==> src/rtl/round_sched_pkg.sv <==
// rtl/round_sched_pkg.sv - shared constants and helpers for the round scheduler
package round_sched_pkg;

  // Rounding-attribute vector: one bit per IEEE-754 rounding direction.
  localparam int NRAS                = 5;
  localparam int roundTiesToEven     = 0;
  localparam int roundTowardZero     = 1;
  localparam int roundTowardPositive = 2;
  localparam int roundTowardNegative = 3;
  localparam int roundTiesToAway     = 4;

  // Identifies a requester; also the encoding of the round-robin pointer.
  typedef enum logic [0:0] {
    PORT0 = 1'b0,
    PORT1 = 1'b1
  } port_e;

  // True when exactly one rounding attribute is selected.
  function automatic logic ra_is_onehot(input logic [NRAS-1:0] ra);
    return $countones(ra) == 1;
  endfunction

endpackage

==> src/rtl/round_sched_round.sv <==
// rtl/round_sched_round.sv - combinational significand rounder with carry renormalization
module round_sched_round
  import round_sched_pkg::*;
#(
  parameter int INTn = 32,
  parameter int NEXP = 8,
  parameter int NSIG = 23
) (
  input  logic                 neg_i,
  input  logic signed [NEXP+1:0] exp_i,
  input  logic [INTn-1:0]      sig_i,
  input  logic [NRAS-1:0]      ra_i,
  output logic signed [NEXP+1:0] exp_o,
  output logic [NSIG:0]        sig_o,
  output logic                 inexact_o
);

  // Bits below the kept significand; the first of them is the guard bit.
  localparam int NDROP = INTn - NSIG - 1;

  logic [NSIG:0]   kept;
  logic            guard;
  logic            sticky;
  logic            inexact;
  logic            inc;
  logic [NSIG+1:0] sum;

  // Decide the increment from guard/sticky/lsb and the selected direction, then renormalize on carry.
  always_comb begin
    kept    = sig_i[INTn-1 -: NSIG+1];
    guard   = sig_i[NDROP-1];
    sticky  = |sig_i[NDROP-2:0];
    inexact = guard | sticky;
    inc     = 1'b0;
    if (ra_i[roundTiesToEven])          inc = guard & (sticky | kept[0]);
    else if (ra_i[roundTowardZero])     inc = 1'b0;
    else if (ra_i[roundTowardPositive]) inc = inexact & ~neg_i;
    else if (ra_i[roundTowardNegative]) inc = inexact & neg_i;
    else if (ra_i[roundTiesToAway])     inc = guard;
    sum = {1'b0, kept} + {{(NSIG+1){1'b0}}, inc};
    if (sum[NSIG+1]) begin
      sig_o = sum[NSIG+1:1];
      exp_o = exp_i + {{(NEXP+1){1'b0}}, 1'b1};
    end else begin
      sig_o = sum[NSIG:0];
      exp_o = exp_i;
    end
    inexact_o = inexact;
  end

endmodule

==> src/rtl/round_sched.sv <==
// rtl/round_sched.sv - two-requester round-robin front end for a shared two-stage rounder
module round_sched
  import round_sched_pkg::*;
#(
  parameter int INTn = 32,
  parameter int NEXP = 8,
  parameter int NSIG = 23
) (
  input  logic                   clk,
  input  logic                   rst,
  input  logic [1:0]             in_valid,
  output logic [1:0]             in_ready,
  input  logic [1:0]             in_neg,
  input  logic signed [NEXP+1:0] in_exp0,
  input  logic signed [NEXP+1:0] in_exp1,
  input  logic [INTn-1:0]        in_sig0,
  input  logic [INTn-1:0]        in_sig1,
  input  logic [NRAS-1:0]        in_ra0,
  input  logic [NRAS-1:0]        in_ra1,
  output logic                   out_valid,
  input  logic                   out_ready,
  output logic                   out_id,
  output logic signed [NEXP+1:0] out_exp,
  output logic [NSIG:0]          out_sig,
  output logic                   out_inexact,
  output logic                   out_ra_err
);

  // S1: operand register
  logic                   s1_v_q, s1_id_q, s1_neg_q;
  logic signed [NEXP+1:0] s1_exp_q;
  logic [INTn-1:0]        s1_sig_q;
  logic [NRAS-1:0]        s1_ra_q;
  // S2: result register
  logic                   s2_v_q, s2_id_q, s2_inexact_q, s2_ra_err_q;
  logic signed [NEXP+1:0] s2_exp_q;
  logic [NSIG:0]          s2_sig_q;

  port_e                  rr_ptr_q, rr_ptr_d;
  logic                   s1_rdy, s2_rdy;
  logic [1:0]             gnt;
  logic                   ra_ok;
  logic [NRAS-1:0]        rnd_ra;
  logic signed [NEXP+1:0] rnd_exp;
  logic [NSIG:0]          rnd_sig;
  logic                   rnd_inexact;

  // Handshake readiness and round-robin grant; the pointer only flips when it broke a tie.
  always_comb begin
    s2_rdy   = !s2_v_q || out_ready;
    s1_rdy   = !s1_v_q || s2_rdy;
    gnt      = 2'b00;
    rr_ptr_d = rr_ptr_q;
    if (!rst && s1_rdy) begin
      case (in_valid)
        2'b01:   gnt = 2'b01;
        2'b10:   gnt = 2'b10;
        2'b11: begin
          gnt      = (rr_ptr_q == PORT0) ? 2'b01 : 2'b10;
          rr_ptr_d = (rr_ptr_q == PORT0) ? PORT1 : PORT0;
        end
        default: gnt = 2'b00;
      endcase
    end
    in_ready = gnt;
  end

  // Malformed rounding attributes fall back to round-to-nearest-even.
  always_comb begin
    ra_ok  = ra_is_onehot(s1_ra_q);
    rnd_ra = '0;
    if (ra_ok) rnd_ra = s1_ra_q;
    else       rnd_ra[roundTiesToEven] = 1'b1;
  end

  round_sched_round #(
    .INTn(INTn),
    .NEXP(NEXP),
    .NSIG(NSIG)
  ) U_rnd (
    .neg_i    (s1_neg_q),
    .exp_i    (s1_exp_q),
    .sig_i    (s1_sig_q),
    .ra_i     (rnd_ra),
    .exp_o    (rnd_exp),
    .sig_o    (rnd_sig),
    .inexact_o(rnd_inexact)
  );

  // S1 captures the granted requester's operands, empties when it advances without a new grant.
  always_ff @(posedge clk) begin
    if (rst) begin
      s1_v_q   <= 1'b0;
      s1_id_q  <= 1'b0;
      s1_neg_q <= 1'b0;
      s1_exp_q <= '0;
      s1_sig_q <= '0;
      s1_ra_q  <= '0;
    end else if (s1_rdy) begin
      s1_v_q <= |gnt;
      if (|gnt) begin
        s1_id_q  <= gnt[1];
        s1_neg_q <= gnt[1] ? in_neg[1] : in_neg[0];
        s1_exp_q <= gnt[1] ? in_exp1 : in_exp0;
        s1_sig_q <= gnt[1] ? in_sig1 : in_sig0;
        s1_ra_q  <= gnt[1] ? in_ra1 : in_ra0;
      end
    end
  end

  // S2 takes the rounded S1 contents whenever the downstream slot is free or draining.
  always_ff @(posedge clk) begin
    if (rst) begin
      s2_v_q       <= 1'b0;
      s2_id_q      <= 1'b0;
      s2_exp_q     <= '0;
      s2_sig_q     <= '0;
      s2_inexact_q <= 1'b0;
      s2_ra_err_q  <= 1'b0;
    end else if (s2_rdy) begin
      s2_v_q <= s1_v_q;
      if (s1_v_q) begin
        s2_id_q      <= s1_id_q;
        s2_exp_q     <= rnd_exp;
        s2_sig_q     <= rnd_sig;
        s2_inexact_q <= rnd_inexact;
        s2_ra_err_q  <= !ra_ok;
      end
    end
  end

  // Round-robin pointer; port 0 is preferred after reset.
  always_ff @(posedge clk) begin
    if (rst) rr_ptr_q <= PORT0;
    else     rr_ptr_q <= rr_ptr_d;
  end

  assign out_valid   = s2_v_q;
  assign out_id      = s2_id_q;
  assign out_exp     = s2_exp_q;
  assign out_sig     = s2_sig_q;
  assign out_inexact = s2_inexact_q;
  assign out_ra_err  = s2_ra_err_q;

endmodule

==> config.mk <==
export PLATFORM = sky130hd
export DESIGN_NAME = round_sched
export DESIGN_NICKNAME = d
export VERILOG_FILES = /design/src/rtl/round_sched_pkg.sv /design/src/rtl/round_sched_round.sv /design/src/rtl/round_sched.sv
export SDC_FILE = /design/constraint.sdc
export NUM_CORES = 1
export LEC_CHECK = 0
export CORE_MARGIN = 3
export CORE_UTILIZATION = 30
export DETAILED_ROUTE_END_ITERATION = 6
export MAX_ROUTING_LAYER = met4
export PLACE_DENSITY_LB_ADDON = 0.25
export SLEW_MARGIN = 25
export SYNTH_ARGS = -nofsm -noshare
export SYNTH_HDL_FRONTEND = slang
export SYNTH_HIERARCHICAL = 1
export SYNTH_SLANG_ARGS = --single-unit
==> constraint.sdc <==
create_clock -name clk -period 7.4 [get_ports clk]
set_input_delay 1.48 -clock clk [delete_from_list [all_inputs] [get_ports clk]]
set_output_delay 1.48 -clock clk [all_outputs]
set_load 0.1 [all_outputs]
==> impl_summary.log, run 1 <==
[metrics] outcome: finished, final reports clean
[metrics] Synth Net Count: 674
[metrics] FF-to-FF End: out_sig[20]$_SDFFE_PP0P_
[metrics] Worst setup SP type: input pin
[metrics] Non-Filler Instances: 888
[metrics] NumNets Final: 779
[metrics] half-perimeter wire length after detailed placement: 10,300 um
[metrics] Clock Sinks: 89
[metrics] sum of overflow across all layers after global routing: 0
[metrics] Routed Antenna Nets: 0
[metrics] post-synthesis cell area: 4700 um^2
[metrics] worst-path maximum fanout: 49
[metrics] top cell type by total area after synthesis: dfxtp_1
[metrics] antenna violations before repair: 0
[metrics] cell total after placement: 871
[metrics] first-pass GRT wire length: 23,000 um
[metrics] fraction of final layout cells sized beyond drive strength 1: 8.86%
[metrics] DRC violation count after routing: 0
[metrics] final number of max-transition violations: 0
[metrics] Die Ht: 131 um
[metrics] via count of the first global-routing pass: 4,496
[metrics] Setup Fix Bufs, Post-CTS: 0
[metrics] max_cap viols: 0
[metrics] signal arrival time at the worst endpoint: 4.08 ns
[metrics] fraction of post-synthesis cell area in the top cell type by area: 37.9%
[metrics] cts hold-fix bufs: 0
[metrics] vias post-DR: 4,577
[metrics] area delta synth->final: 39.4%
[metrics] top area cells in the synthesized netlist: dfxtp_1 38%, o32ai_1 9.0%, nand2_1 6.2%
[metrics] number of H-tree levels: 3
[metrics] overall fraction of global-route tracks in use: 16.6%
[metrics] Starting Density: 30.8%
[metrics] CP Data Required Time: 5.92 ns
[metrics] final hold viol count: 0
[metrics] sum of negative setup slack: 0 ns
[metrics] Core Box Area: 15,300 um^2
[metrics] Initial DRT Pass Iterations: 5
[metrics] IO Count: 141
[metrics] clock-pin slew on the worst setup and hold paths: 0.06 ns
[metrics] final-layout worst hold slack: 0.464 ns
[metrics] count of distinct cell types in the synthesized netlist: 43
[metrics] Die ar.: 17,200 um^2
[metrics] largest net degree at the start of global routing: 51
[metrics] headroom to the max-slew limit: 30.2%
[metrics] Diodes inserted: 0
[metrics] number of synthesized flops with an enable pin: 0
[metrics] num rows: 45
[metrics] RSZ-0062 raised after global routing: false
[metrics] final number of setup-violating endpoints: 0
[metrics] GP Congestion: 0.889
[metrics] pin slew with the least headroom to its limit: 1.04 ns
[metrics] count of synthesis-stage warnings from yosys: 6
[metrics] leakage component of the power: 2.33 nW
[metrics] gate count of the mapped netlist: 567
[metrics] clock buffers created by TritonCTS: 9
[metrics] share of the clock period used by the worst path: 75.1%
[metrics] Async SR Flop Fraction: 0%
[metrics] post-detailed-route wirelength per cell: 15.8 um
[metrics] count of cells resized by post-cts repair: 0
[metrics] min-delay worst type: flip-flop to flip-flop
[metrics] critical path launch point: in_valid[0]
[metrics] cell depth of the worst flop-to-flop path: 22
[metrics] total power density per cell area: 226 nW/um^2
[metrics] Worst setup EP type: output pin
[metrics] Port Buf Inserts: 140
[metrics] most numerous cell in the Yosys netlist: dfxtp_1
[metrics] R2R Path Start: s1_ra_q[1]$_SDFFE_PP0P_
[metrics] Highest Clock Rate: 180 MHz
[metrics] Peak supply drop: 0.000112 V
[metrics] min cycle time layout: 5.56 ns
[metrics] share of the yosys chip area belonging to registers: 37.9%
[metrics] skew final: 0.00865 ns
[metrics] final cell utilization of the core: 42.9%
[metrics] commonest cells in the synthesized netlist: 89 x dfxtp_1, 78 x nand2_1, 48 x o32ai_1, 43 x a21oi_1, 43 x nand3_1
[metrics] TritonCTS clock tree: yes
[metrics] die boundary width: 131 um
[metrics] via density per instance: 5.15
[metrics] most used flip-flop cell after synthesis: dfxtp_1
[metrics] Clock Tree Root: clkbuf_16
[metrics] number of filler instances in the final layout: 1,522
[metrics] WS Path Type: input pin to output pin
[metrics] FF+latch count, synth: 89
[metrics] detailed router's first-iteration violation count: 344
[metrics] source-to-sink clock delay at the later pin of the worst-skew pair: 0.34 ns
[metrics] final routed wirelength across all metal layers: 14,000 um
[metrics] buffers from clock root to sink, at most: 2
[metrics] Reg2Reg Setup Slack: 2.40 ns
[metrics] Critical path destination: in_ready[0]
[metrics] per-instance average area after synthesis: 8.28 um^2
==> per-stage QoR <==
stage	cell area [um^2]	total power, mW	setup WS [ns]
after global routing	6550	1.54	1.75
final	6550	1.48	1.84
after global placement	6170	0.955	1.92
after detailed placement	6180	0.964	1.85
after CTS	6530	1.49	1.82
after floorplan	4700	0.832	1.21
==> worst max-delay path, stage by stage <==
cell and delay, ns:
clkdlybuf4s50_1 0.55, a21bo_2 0.55, nor3_1 0.31, clkdlybuf4s50_1 1.18
==> kinds of logic (layout without fill, tap and decap cells) <==
kind of cell               count (synthesis)  after routing  synth area share (%)
AOI/OAI and AO/OA                        183            183                  28.5
xor gates and xnor gates                  27             27                  5.04
adders and majority gates                  6              6                  1.92
buffers and inverters                     66            176                  6.13
DFF                                       89             89                  37.9
muxes                                      3              3                 0.693
and+or+nand+nor                          193            193                  19.8
==> cell type report <==
class | instances | area, um^2 | area share [%]
multi-input combinational | 412 | 2640 | 40.4
sequential | 89 | 1780 | 27.2
timing repair buffer | 147 | 1460 | 22.4
tap | 211 | 264 | 4.03
clock buffer | 11 | 243 | 3.71
clock inverter | 5 | 103 | 1.57
inverter | 13 | 48.8 | 0.746
==> cell usage in the layout, fill, tap and decap left out, types with 3 or more instances in the layout <==
cell type,n
nand3_1,43
nand4_1,9
nor3_1,6
and3_1,4
nor4_1,4
xnor2_1,14
clkdlybuf4s50_1,139
a22oi_1,28
a22oi_2,20
a21oi_1,43
o21ai_0,30
buf_4,7
nor2_1,23
nor2_2,3
ha_1,4
nand2_1,78
o32ai_1,48
o21ai_1,9
clkbuf_16,9
dfxtp_1,89
inv_1,12
and2_1,5
xor2_1,13
bufinv_16,3
==> power by group <==
group          internal (mW)  total [mW]  switching, mW  leakage (nW)
sequential             0.525       0.570         0.0446         0.737
combinational          0.152       0.385          0.233          1.43
clock                  0.339       0.521          0.182         0.166
==> how the worst min path moves through the flow <==
stage | startpoint | slack, ns | to | depth (start not counted)
floorplan | s1_sig_q[6]$_SDFFE_PP0P_ | 0.43 | s1_sig_q[6]$_SDFFE_PP0P_ | 2
global placement | s1_sig_q[4]$_SDFFE_PP0P_ | 0.44 | s1_sig_q[4]$_SDFFE_PP0P_ | 2
detailed placement | s1_sig_q[4]$_SDFFE_PP0P_ | 0.45 | s1_sig_q[4]$_SDFFE_PP0P_ | 2
CTS | s1_sig_q[4]$_SDFFE_PP0P_ | 0.46 | s1_sig_q[4]$_SDFFE_PP0P_ | 2
global route | out_sig[3]$_SDFFE_PP0P_ | 0.49 | out_sig[3]$_SDFFE_PP0P_ | 2
finish | s1_sig_q[2]$_SDFFE_PP0P_ | 0.46 | s1_sig_q[2]$_SDFFE_PP0P_ | 2
==> state kept, by name (all words and copies together), names as in the netlist <==
name         count
out_valid        1
out_sig         24
out_exp         10
out_inexact      1
s1_id_q          1
s1_v_q           1
s1_sig_q        32
rr_ptr_q         1
out_id           1
s1_exp_q        10
s1_neg_q         1
out_ra_err       1
s1_ra_q          5
==> metal layers <==
| metal | track usage, % | part of all wire, % | up-vias |
|---|---|---|---|
| met5 | - | 0 | - |
| met4 | 5.60 | 1.9 | 0 |
| met3 | 2.57 | 4.7 | 15 |
| met2 | 24.1 | 44 | 128 |
| met1 | 23.6 | 49 | 2131 |
| li1 | - | - | 2303 |
Power figures use the tool's default switching activity.
==> run 2, diff against run 1 <==
==> constraint.sdc (replaced) <==
create_clock -name clk -period 5.1 [get_ports clk]
set_input_delay 1.02 -clock clk [delete_from_list [all_inputs] [get_ports clk]]
set_output_delay 1.02 -clock clk [all_outputs]
set_load 0.1 [all_outputs]
==> run 2 against run 1 <==
Critical path type is now flip-flop to flip-flop. Largest power group unchanged. Critical path depth rose by 17. First-iteration DRC count up 2.3%. Clock power rose by 48%. Largest cell class unchanged. Critical endpoint is now out_exp[7]$_SDFFE_PP0P_. Power rose by 47%.
==> impl_summary.log, run 2 (same netlist as run 1, synthesis figures left out) <==
[metrics] outcome: finished, final reports clean
[metrics] worst-path maximum fanout: 8
[metrics] clock-pin slew on the worst setup and hold paths: 0.07 ns
[metrics] final-layout worst hold slack: 0.460 ns
[metrics] final number of setup-violating endpoints: 0
[metrics] sum of overflow across all layers after global routing: 0
[metrics] Worst Hold Path Cells: 2
[metrics] register with the highest flop count: s1_sig_q
[metrics] num rows: 45
[metrics] Initial DRT Pass Iterations: 4
[metrics] total power density per cell area: 331 nW/um^2
[metrics] Setup Fix Bufs, Post-CTS: 0
[metrics] Non-Filler Instances: 891
[metrics] fraction of final layout cells sized beyond drive strength 1: 9.87%
[metrics] source-to-sink clock delay at the later pin of the worst-skew pair: 0.34 ns
[metrics] Worst setup EP type: flip-flop
[metrics] max_cap viols: 0
[metrics] DRC violation count after routing: 0
[metrics] area delta synth->final: 39.8%
[metrics] most common library cell in the layout ignoring fill and taps: clkdlybuf4s50_1
[metrics] number of filler instances in the final layout: 1,520
[metrics] Highest Clock Rate: 210 MHz
[metrics] largest net degree at the start of global routing: 51
[metrics] commonest cells after routing, fill and taps aside: 138 x clkdlybuf4s50_1, 89 x dfxtp_1, 77 x nand2_1
[metrics] vias post-DR: 4,599
[metrics] final hold viol count: 0
[metrics] buffers from clock root to sink, at most: 2
[metrics] overall fraction of global-route tracks in use: 17.1%
[metrics] pin slew with the least headroom to its limit: 1.09 ns
[metrics] half-perimeter wire length after detailed placement: 10,800 um
[metrics] CP Data Required Time: 5.37 ns
[metrics] via density per instance: 5.16
[metrics] share of the clock period used by the worst path: 93.3%
[metrics] count of cells resized by post-cts repair: 0
[metrics] die boundary width: 131 um
[metrics] post-detailed-route wirelength per cell: 16.2 um
[metrics] skew final: 0.00901 ns
[metrics] Clock Tree Root: clkbuf_16
[metrics] Worst setup SP type: flip-flop
[metrics] NumNets Final: 781
[metrics] cts hold-fix bufs: 0
[metrics] Routed Antenna Nets: 0
[metrics] IO Count: 141
[metrics] detailed router's first-iteration violation count: 352
[metrics] min cycle time layout: 4.76 ns
[metrics] sum of negative setup slack: 0 ns
[metrics] GP Congestion: 0.880
[metrics] min-delay worst type: flip-flop to flip-flop
[metrics] max FFs per register: 32
[metrics] headroom to the max-slew limit: 27.4%
[metrics] clock buffers created by TritonCTS: 9
[metrics] first-pass GRT wire length: 23,500 um
[metrics] Die Ht: 131 um
[metrics] Peak supply drop: 0.000197 V
[metrics] WS Path Type: flip-flop to flip-flop
[metrics] Clock Sinks: 89
[metrics] Reg2Reg Setup Slack: 0.34 ns
[metrics] number of H-tree levels: 3
[metrics] Port Buf Inserts: 140
[metrics] Die ar.: 17,200 um^2
[metrics] signal arrival time at the worst endpoint: 5.02 ns
[metrics] area of the multi-input gates: 2660 um^2
[metrics] Starting Density: 30.8%
[metrics] via count of the first global-routing pass: 4,527
[metrics] TritonCTS clock tree: yes
[metrics] cell total after placement: 874
[metrics] antenna violations before repair: 1
[metrics] leakage component of the power: 2.34 nW
[metrics] area used by sequential logic in the layout: 1780 um^2
[metrics] final routed wirelength across all metal layers: 14,400 um
[metrics] cell depth of the worst flop-to-flop path: 21
[metrics] Core Box Area: 15,300 um^2
[metrics] final number of max-transition violations: 0
run 2: cell types whose count changed in the layout (fill, tap and decap cells not counted), sizes merged:
| cell | previous run | this run |
|---|---|---|
| clkdlybuf4s50 | 139 | 138 |
| clkbuf | 11 | 9 |
| diode | 0 | 1 |
| buf | 8 | 11 |
| inv | 13 | 15 |
run 2: final timing paths:
kind | from | end
worst max register to register | s1_ra_q[0]$_SDFFE_PP0P_ | out_exp[7]$_SDFFE_PP0P_
worst min register to register | s1_sig_q[4]$_SDFFE_PP0P_ | s1_sig_q[4]$_SDFFE_PP0P_
worst max-delay path | s1_ra_q[0]$_SDFFE_PP0P_ | out_exp[7]$_SDFFE_PP0P_
worst min-delay path | s1_sig_q[4]$_SDFFE_PP0P_ | s1_sig_q[4]$_SDFFE_PP0P_
run 2: area by class of cell:
class	instances	area share, %
clock buffer	9	3.43
antenna	1	0.0381
tap	211	4.02
multi-input combinational	412	40.4
timing repair buffer	149	22.3
inverter	13	0.743
clock inverter	7	1.89
sequential	89	27.1
run 2: report_power, final:
group	internal (mW)	switching [mW]	leakage, nW	total (mW)
Combinational	0.227	0.346	1.44	0.572
Sequential	0.762	0.0660	0.737	0.828
Clock	0.484	0.286	0.167	0.770
run 2: metrics by stage:
stage	util, %	power (mW)	setup WS, ns	cell area, um^2
global placement	40.6	1.40	0.455	6200
finish	43.0	2.17	0.344	6570
global route	43.0	2.27	-0.00702	6570
CTS	43.0	2.18	0.300	6560
detailed placement	40.7	1.41	0.366	6210
floorplan	-	1.21	0.473	4700
run 2: worst max-delay path: stages (launching register included):
cell and delay (ns):
dfxtp_1 0.32, inv_1 0.07, fa_1 0.48, fa_1 0.36, inv_1 0.07, ha_1 0.23, nor3_2 0.24, and2_1 0.16
nand2_1 0.04, o21ai_0 0.14, nor2_1 0.06, a211oi_1 0.18, o221a_2 0.22, ha_1 0.19, ha_1 0.19, nand3_1 0.16
or4_4 0.60, or3_4 0.43, nor2_2 0.13, xor2_1 0.18, nand3_1 0.10, a21oi_1 0.14
run 2: metal layers:
metal  share of wire, %  GRT usage (%)  up-vias
li1                   -              -     2306
met1                 48           23.1     2153
met2                 46           26.5      131
met3                5.4           3.29        9
met4                1.0           4.20        0
met5                  0              -        -
==> run 3, diff against run 2 <==
--- a/config.mk
+++ b/config.mk
@@ -5,11 +5,13 @@
 export SDC_FILE = /design/constraint.sdc
 export NUM_CORES = 1
 export LEC_CHECK = 0
+export ABC_CLOCK_PERIOD_IN_PS = 5100
 export CORE_MARGIN = 3
 export CORE_UTILIZATION = 30
 export DETAILED_ROUTE_END_ITERATION = 6
 export MAX_ROUTING_LAYER = met4
 export PLACE_DENSITY_LB_ADDON = 0.25
+export REMOVE_ABC_BUFFERS = 1
 export SLEW_MARGIN = 25
 export SYNTH_ARGS = -nofsm -noshare
 export SYNTH_HDL_FRONTEND = slang
==> run 3 against run 2 <==
Largest cell class unchanged. Design area grew 0.40%. Largest power group unchanged. Critical path depth unchanged. Via count up 0.72%. Global-route usage down 0.49 points. Clock skew hardly changed. Combinational power down 1%. Hold slack got worse by 0.0026 ns. Routed wire length is 2.2% lower. Register-to-register slack improved by 0.12 ns.
==> impl_summary.log, run 3 (same netlist as run 1, synthesis figures left out) <==
[metrics] outcome: finished, final reports clean
[metrics] Die ar.: 17,200 um^2
[metrics] Worst setup EP type: flip-flop
[metrics] CP Data Required Time: 5.36 ns
[metrics] Port Buf Inserts: 140
[metrics] area delta synth->final: 40.4%
[metrics] register with the highest flop count: s1_sig_q
[metrics] final number of max-transition violations: 0
[metrics] share of the clock period used by the worst path: 90.8%
[metrics] number of H-tree levels: 3
[metrics] commonest cells after routing, fill and taps aside: 138 x clkdlybuf4s50_1, 89 x dfxtp_1, 77 x nand2_1
[metrics] IO Count: 141
[metrics] via count of the first global-routing pass: 4,599
[metrics] skew final: 0.00883 ns
[metrics] count of cells resized by post-cts repair: 0
[metrics] signal arrival time at the worst endpoint: 4.90 ns
[metrics] leakage component of the power: 2.36 nW
[metrics] DRC violation count after routing: 0
[metrics] Setup Fix Bufs, Post-CTS: 0
[metrics] FF-to-FF End: out_exp[7]$_SDFFE_PP0P_
[metrics] clock-pin slew on the worst setup and hold paths: 0.07 ns
[metrics] Setup WS pre-CTS: 0.156 ns
[metrics] NumNets Final: 783
[metrics] Core Box Area: 15,300 um^2
[metrics] overall fraction of global-route tracks in use: 16.6%
[metrics] Routed Antenna Nets: 0
[metrics] clock buffers created by TritonCTS: 9
[metrics] Clock Sinks: 89
[metrics] min-delay worst type: flip-flop to flip-flop
[metrics] TritonCTS clock tree: yes
[metrics] fraction of final layout cells sized beyond drive strength 1: 10.1%
[metrics] WS Path Type: flip-flop to flip-flop
[metrics] die boundary width: 131 um
[metrics] cell depth of the worst flop-to-flop path: 21
[metrics] via density per instance: 5.19
[metrics] buffers from clock root to sink, at most: 2
[metrics] most common library cell in the layout ignoring fill and taps: clkdlybuf4s50_1
[metrics] min cycle time layout: 4.63 ns
[metrics] RSZ-0062 raised after global routing: false
[metrics] worst-path maximum fanout: 8
[metrics] first-pass GRT wire length: 23,200 um
[metrics] Clock Tree Root: clkbuf_16
[metrics] Worst Hold Path Cells: 2
[metrics] Highest Clock Rate: 216 MHz
[metrics] Critical Path Most Common Cell: ha_1
[metrics] GP Congestion: 0.879
[metrics] Non-Filler Cell Area, Final: 6590 um^2
[metrics] half-perimeter wire length after detailed placement: 10000 um
[metrics] vias post-DR: 4,632
[metrics] cell total after placement: 876
[metrics] final routed wirelength across all metal layers: 14,100 um
[metrics] final-layout worst hold slack: 0.457 ns
[metrics] Pwr Total: 2.16 mW
[metrics] Reg2Reg Setup Slack: 0.47 ns
[metrics] Hold Path Origin: s1_sig_q[4]$_SDFFE_PP0P_
[metrics] critical-path cell list: inv_1 > fa_1 > fa_1 > inv_1 > ha_1 > nor3_4 > and2_1 > nand2_1 > o21ai_0 > nor2_1 > a211oi_1 > o221a_2 > ha_1 > ha_1 > nand3_1 > or4_4 > or3_4 > nor2_2 > xor2_1 > nand3_1 > a21oi_1
[metrics] max_cap viols: 0
[metrics] final hold viol count: 0
[metrics] Die Ht: 131 um
[metrics] Non-Filler Instances: 892
[metrics] pin slew with the least headroom to its limit: 1.02 ns
[metrics] total power density per cell area: 328 nW/um^2
[metrics] Worst setup SP type: flip-flop
[metrics] cts hold-fix bufs: 0
[metrics] sum of overflow across all layers after global routing: 0
[metrics] Slowest Stage Delay on Critical Path: 0.51 ns
[metrics] R2R Path Start: s1_ra_q[0]$_SDFFE_PP0P_
[metrics] slowest cell on the critical path: or4_4
[metrics] detailed router's first-iteration violation count: 319
[metrics] Starting Density: 30.8%
[metrics] Diodes inserted: 0
[metrics] final cell utilization of the core: 43.2%
[metrics] largest net degree at the start of global routing: 50
[metrics] final number of setup-violating endpoints: 0
[metrics] sum of negative setup slack: 0 ns
[metrics] Hold EP: s1_sig_q[4]$_SDFFE_PP0P_
[metrics] max FFs per register: 32
[metrics] Initial DRT Pass Iterations: 4
[metrics] Cell Area, Placed: 6220 um^2
[metrics] num rows: 45
[metrics] antenna violations before repair: 0
[metrics] Peak supply drop: 0.000160 V
[metrics] headroom to the max-slew limit: 31.6%
[metrics] post-detailed-route wirelength per cell: 15.8 um
[metrics] setup slack after layout: 0.467 ns
[metrics] source-to-sink clock delay at the later pin of the worst-skew pair: 0.34 ns
==> run 3: report_power, final <==
group | leakage, nW | switching (mW) | internal [mW]
Combinational | 1.45 | 0.341 | 0.225
Sequential | 0.737 | 0.0626 | 0.762
Clock | 0.168 | 0.286 | 0.485
==> run 3: cell type report <==
type,count,area [um^2]
well taps,211,264
inverters,13,48.8
flip-flops and latches,89,1780
fillers,1538,8670
repair buffers,151,1500
multi-input cells,412,2650
clock buffers,9,225
clock inverters,7,126
==> run 3: worst max path at each step <==
stage,from,end,slack (ns),cells after the start
3_5_place_dp,s1_ra_q[0]$_SDFFE_PP0P_,out_exp[1]$_SDFFE_PP0P_,0.16,21
3_3_place_gp,s1_ra_q[0]$_SDFFE_PP0P_,out_exp[1]$_SDFFE_PP0P_,0.31,21
5_1_grt,s1_ra_q[0]$_SDFFE_PP0P_,out_exp[9]$_SDFFE_PP0P_,0.08,21
4_1_cts,s1_ra_q[0]$_SDFFE_PP0P_,out_exp[7]$_SDFFE_PP0P_,0.07,21
6_report,s1_ra_q[0]$_SDFFE_PP0P_,out_exp[7]$_SDFFE_PP0P_,0.47,21
2_1_floorplan,in_valid[0],in_ready[1],-0.49,2
==> run 3: critical path, delay by kind of cell (launching register included) <==
| kind | cells | cell delay (ns) |
|---|---|---|
| buffers and inverters | 2 | 0.13 |
| adder cells (fa/ha/maj) | 5 | 1.48 |
| AO/OA/AOI/OAI | 4 | 0.71 |
| flip-flops | 1 | 0.33 |
| XOR/XNOR | 1 | 0.15 |
| AND/OR/NAND/NOR | 9 | 1.77 |
==> run 3: per-layer routing <==
metal,part of all wire (%),GRT usage [%]
met1,45,20.7
met4,1.5,4.67
met3,4.3,2.60
met2,50,28.1
met5,0,-
